**config.mk**
```make
export PLATFORM = sky130hd
export DESIGN_NAME = multicycle_control_unit
export DESIGN_NICKNAME = d
export VERILOG_FILES = /design/src/rtl/multicycle_control_unit.sv
export SDC_FILE = /design/constraint.sdc
export NUM_CORES = 1
export LEC_CHECK = 0
export CORE_UTILIZATION = 42
export CTS_CLUSTER_SIZE = 40
export DETAILED_ROUTE_END_ITERATION = 7
export GPL_TIMING_DRIVEN = 1
export HOLD_SLACK_MARGIN = 0.02
export PLACE_DENSITY = 0.84
export SYNTH_ARGS = -nofsm -noshare
export SYNTH_HDL_FRONTEND = slang
export SYNTH_SLANG_ARGS = --single-unit
export TNS_END_PERCENT = 5
```
**constraint.sdc**
```tcl
create_clock -name clk_i -period 2.25 [get_ports clk_i]
set_input_delay 0.675 -clock clk_i [delete_from_list [all_inputs] [get_ports clk_i]]
set_output_delay 0.675 -clock clk_i [all_outputs]
set_load 0.02 [all_outputs]
```
**src/rtl/multicycle_control_unit.sv**
```systemverilog
// multicycle_control_unit: RV32I multicycle FSM controller driving datapath selects and enables
module multicycle_control_unit #(
  parameter int MEM_LAT = 1
) (
  input  logic       clk_i,
  input  logic       rst_i,
  input  logic [6:0] op_i,
  input  logic [2:0] funct3_i,
  input  logic       funct7b5_i,
  input  logic       zero_i,
  output logic       pcwrite_o,
  output logic       adrsrc_o,
  output logic       memwrite_o,
  output logic       irwrite_o,
  output logic       regwrite_o,
  output logic [1:0] resultsrc_o,
  output logic [1:0] alusrca_o,
  output logic [1:0] alusrcb_o,
  output logic [1:0] immsrc_o,
  output logic [2:0] alucontrol_o,
  output logic       illegal_o,
  output logic [3:0] state_o
);
  localparam int CW = $clog2(MEM_LAT) + 1;
  typedef enum logic [3:0] {
    FETCH = 4'd0, DECODE = 4'd1, MEMADR = 4'd2, MEMREAD = 4'd3, MEMWB = 4'd4, MEMWRITE = 4'd5,
    EXECR = 4'd6, ALUWB = 4'd7, EXECI = 4'd8, JAL = 4'd9, BEQ = 4'd10
  } state_t;
  state_t state_q, state_d;
  logic [CW-1:0] cnt_q, cnt_d;
  logic last;
  logic [1:0] aluop;
  assign last = cnt_q == CW'(MEM_LAT - 1);
  assign state_o = state_q;
  assign cnt_d = (rst_i || state_d != state_q || !(state_q == FETCH || state_q == MEMREAD)) ? '0 : cnt_q + CW'(1);
  assign immsrc_o = op_i == 7'b0100011 ? 2'b01 :
                    op_i == 7'b1100011 ? 2'b10 :
                    op_i == 7'b1101111 ? 2'b11 : 2'b00;
  assign alucontrol_o = aluop == 2'b00 ? 3'b000 :
                        aluop == 2'b01 ? 3'b001 :
                        funct3_i == 3'b000 ? {2'b00, op_i[5] & funct7b5_i} :
                        funct3_i == 3'b010 ? 3'b101 :
                        funct3_i == 3'b110 ? 3'b011 :
                        funct3_i == 3'b111 ? 3'b010 : 3'b000;
  always_ff @(posedge clk_i) begin
    if (rst_i) begin
      state_q <= FETCH;
      cnt_q   <= '0;
    end else begin
      state_q <= state_d;
      cnt_q   <= cnt_d;
    end
  end
  always_comb begin
    state_d = state_q;
    {pcwrite_o, adrsrc_o, memwrite_o, irwrite_o, regwrite_o, illegal_o} = '0;
    resultsrc_o = 2'b00;
    alusrca_o = 2'b00;
    alusrcb_o = 2'b00;
    aluop = 2'b00;
    case (state_q)
      FETCH: begin
        state_d = last ? DECODE : FETCH;
        alusrcb_o = 2'b10;
        resultsrc_o = 2'b10;
        irwrite_o = last;
        pcwrite_o = last;
      end
      DECODE: begin
        alusrca_o = 2'b01;
        alusrcb_o = 2'b01;
        case (op_i)
          7'b0000011, 7'b0100011: state_d = MEMADR;
          7'b0110011: state_d = EXECR;
          7'b0010011: state_d = EXECI;
          7'b1101111: state_d = JAL;
          7'b1100011: state_d = BEQ;
          default: begin
            state_d = FETCH;
            illegal_o = 1'b1;
          end
        endcase
      end
      MEMADR: begin
        state_d = op_i[5] ? MEMWRITE : MEMREAD;
        alusrca_o = 2'b10;
        alusrcb_o = 2'b01;
      end
      MEMREAD: begin
        state_d = last ? MEMWB : MEMREAD;
        adrsrc_o = 1'b1;
      end
      MEMWB: begin
        state_d = FETCH;
        resultsrc_o = 2'b01;
        regwrite_o = 1'b1;
      end
      MEMWRITE: begin
        state_d = FETCH;
        adrsrc_o = 1'b1;
        memwrite_o = 1'b1;
      end
      EXECR: begin
        state_d = ALUWB;
        alusrca_o = 2'b10;
        aluop = 2'b10;
      end
      EXECI: begin
        state_d = ALUWB;
        alusrca_o = 2'b10;
        alusrcb_o = 2'b01;
        aluop = 2'b10;
      end
      ALUWB: begin
        state_d = FETCH;
        regwrite_o = 1'b1;
      end
      JAL: begin
        state_d = ALUWB;
        alusrca_o = 2'b01;
        alusrcb_o = 2'b10;
        pcwrite_o = 1'b1;
      end
      BEQ: begin
        state_d = FETCH;
        alusrca_o = 2'b10;
        aluop = 2'b01;
        pcwrite_o = zero_i;
      end
      default: state_d = FETCH;
    endcase
    if (rst_i) begin
      state_d = FETCH;
      {pcwrite_o, adrsrc_o, memwrite_o, irwrite_o, regwrite_o, illegal_o} = '0;
      resultsrc_o = 2'b10;
      alusrca_o = 2'b00;
      alusrcb_o = 2'b10;
      aluop = 2'b00;
    end
  end
endmodule

```
==> results.json <==
{
  "antenna_found_initial": 0,
  "fillers": 99,
  "dp_hpwl_um": 1896,
  "skew_ns": 0.007347,
  "grt_pass1_vias": 981,
  "grt_pass1_wl_um": 4140,
  "yosys_warnings": 0,
  "seq_area_um2": 106.4,
  "die_area_um2": 1805,
  "crit_path_max_fanout": 3,
  "avgSynthCellArea_um2": 7.400,
  "use_met2_pct": 59.38,
  "seq_area_frac_synth_pct": 14.55,
  "leakage_nw": 0.6183,
  "use_met3_pct": 3.448,
  "die_w_um": 42.48,
  "fin_ws_ns": -0.04738,
  "period_minus_slack_ns": 2.297,
  "grt_start_max_net_pins": 12,
  "grtUsageTotal_pct": 29.71,
  "clock_latency_ns": 0.24,
  "status": "finished, violations left",
  "critPathCaptureType": "primary output",
  "yosysTopAreaCellShare_pct": 14.55,
  "synth_edf_count": 0,
  "holdCritPathClass": "reg2reg",
  "max_freq_mhz": 435.3,
  "syn-cell-area_um2": 688.2,
  "rsz0062_at_grt": "yes",
  "dr.pass1.iters": 4,
  "violations": "setup timing",
  "yosysTopAreaCell": "dfxtp_1",
  "synth.distinct_cells": 43,
  "cp.required_ns": 1.57,
  "grt_use_met1_pct": 29.69,
  "syn2layout_area_growth_pct": 84.18,
  "critical_path_arrival_ns": 1.62,
  "overflow": 0,
  "final_net_count": 165,
  "synthArstFlopShare_pct": 0,
  "cts_made_buffers": 3,
  "root_buffer": "clkbuf_4",
  "synth_top_flop_cell": "dfxtp_1",
  "gp_congestion": 0.8718,
  "remaining_drc_errors": 0,
  "final_cell_mix": "buf_4 (29), buf_2 (8), dlymetal6s2s_1 (7)",
  "worst-setup-path-type": "in2out",
  "vias": 987,
  "diodes": 0,
  "finalCoreUtilization_pct": 83.17,
  "cts_htree_levels": 1,
  "hold_buffers": 0,
  "place_ws_ns": -0.7868,
  "vdd_drop_max_mv": 0.1965,
  "clock_sinks": 5,
  "path_clk_slew_ns": 0.04,
  "post_drt_via_cell_ratio": 5.946,
  "postSynthCellCount": 93,
  "grt_busiest_layer": "met2",
  "io-pin-count": 35,
  "hold_viol": 0,
  "drv_cap": 0,
  "yosys_register_bits": 5,
  "drive_gt1_share_pct": 46.67,
  "clock_path_buffers": 2,
  "finalSetupViolations": 1,
  "dieHeight_um": 42.48,
  "maxSlewViolCount": 0,
  "start_kind": "input pin",
  "syn_nets": 107,
  "initial_core_util_pct": 45.16,
  "layout_commonest_cell": "buf_4",
  "core-area_um2": 1524,
  "fin_crit_sh_pct": 102.1,
  "multi_input_area_um2": 585.6,
  "port_buffers": 34,
  "power_density_nw_per_um2": 261.9,
  "drt_iter0_markers": 14,
  "antenna_left": 0,
  "wl_um": 2494,
  "routedWlPerCell_um": 15.02,
  "synth_area_leaders": "dfxtp_1 (15%), nor3_1 (5.1%), nor4b_2 (4.4%), nor2_1 (3.8%), nor2b_1 (3.6%)",
  "cts_tree": "yes",
  "core.rowCount": 14
}
==> power by group <==
group | leakage (nW) | total, W | internal, W | switching [W]
sequential | 0.0425 | 0.0000946 | 0.0000903 | 0.00000435
clock | 0.0150 | 0.000107 | 0.0000672 | 0.0000395
combinational | 0.561 | 0.000131 | 0.0000687 | 0.0000619
total | 0.618 | 0.000332 | 0.000226 | 0.000106
==> state kept, by name (all words and copies together) (netlist names) <==
register and count:
state_o 4, cnt_q 1
==> cells in the mapped netlist, types with 3 or more instances <==
| cell type | number |
|---|---|
| o21ai_0 | 3 |
| a31oi_1 | 3 |
| buf_4 | 3 |
| nor3_1 | 7 |
| nor2_1 | 7 |
| nand2_1 | 5 |
| buf_2 | 4 |
| nor2b_1 | 4 |
| nand2b_1 | 3 |
| inv_1 | 4 |
| dfxtp_1 | 5 |
==> layout make-up <==
type | count | area share (%)
inverters | 4 | 1.185
clock buffers | 4 | 2.073
flip-flops and latches | 5 | 8.391
repair buffers | 62 | 40.57
multi-input cells | 75 | 46.20
well taps | 16 | 1.579
==> through the flow <==
| stage | cell area, um^2 | total power (W) | setup TNS (ns) | hold slack [ns] | instances |
|---|---|---|---|---|---|
| floorplan | 695.7 | 0.0001516 | -0.09124 | 0.6129 | 93 |
| global placement | 1201 | 0.0002229 | -10.69 | 0.7199 | 161 |
| detailed placement | 1201 | 0.0002268 | -11.33 | 0.7359 | 161 |
| CTS | 1216 | 0.0003298 | -0.7402 | 0.6831 | 166 |
| global route | 1267 | 0.0003534 | -0.2633 | 0.7485 | 166 |
| finish | 1267 | 0.0003319 | -0.04738 | 0.7094 | 166 |
==> what timing repair did <==
action                                  CTS  global route
endpoints found under the setup margin   17            17
setup buffers                             1             0
gates resized for setup                  80            31
gates cloned                              0             0
pin swaps                                 3            10
hold endpoints to repair                  0             0
==> critical path, cell delays in order <==
cell and delay [ns]:
dlygate4sd2_1 0.25, nand2b_1 0.16, a221oi_2 0.29, nor3_1 0.08, buf_2 0.16
==> metal layers <==
metal | share of wire [%] | wire length, um | vias up
met1 | 37 | 911 | 463
met3 | 4.0 | 100 | 12
met2 | 55 | 1384 | 49
met4 | 3.9 | 97 | 0
li1 | - | - | 463
met5 | 0 | 0 | -
==> cell families (layout without fill, tap and decap cells) <==
kind of cell,after synthesis,in the layout,share of synthesized area (%)
AOI/OAI and AO/OA,20,20,22.00
xor gates and xnor gates,4,4,5.092
buffers and inverters,13,70,10.54
DFF,5,5,14.55
muxes,1,1,1.455
other,1,1,0.5449
and+or+nand+nor,49,49,45.82
==> path summary, 6_finish.rpt <==
| path | startpoint | to | slack [ns] | depth (start not counted) |
|---|---|---|---|---|
| max | op_i[4] | illegal_o | -0.05 | 5 |
| min | state_o[1] | state_o[0] | 0.71 | 3 |
| max reg2reg | state_o[3] | state_o[3] | 0.76 | 4 |
| min reg2reg | state_o[1] | state_o[0] | 0.71 | 3 |
(Power assumes the default switching activity.)
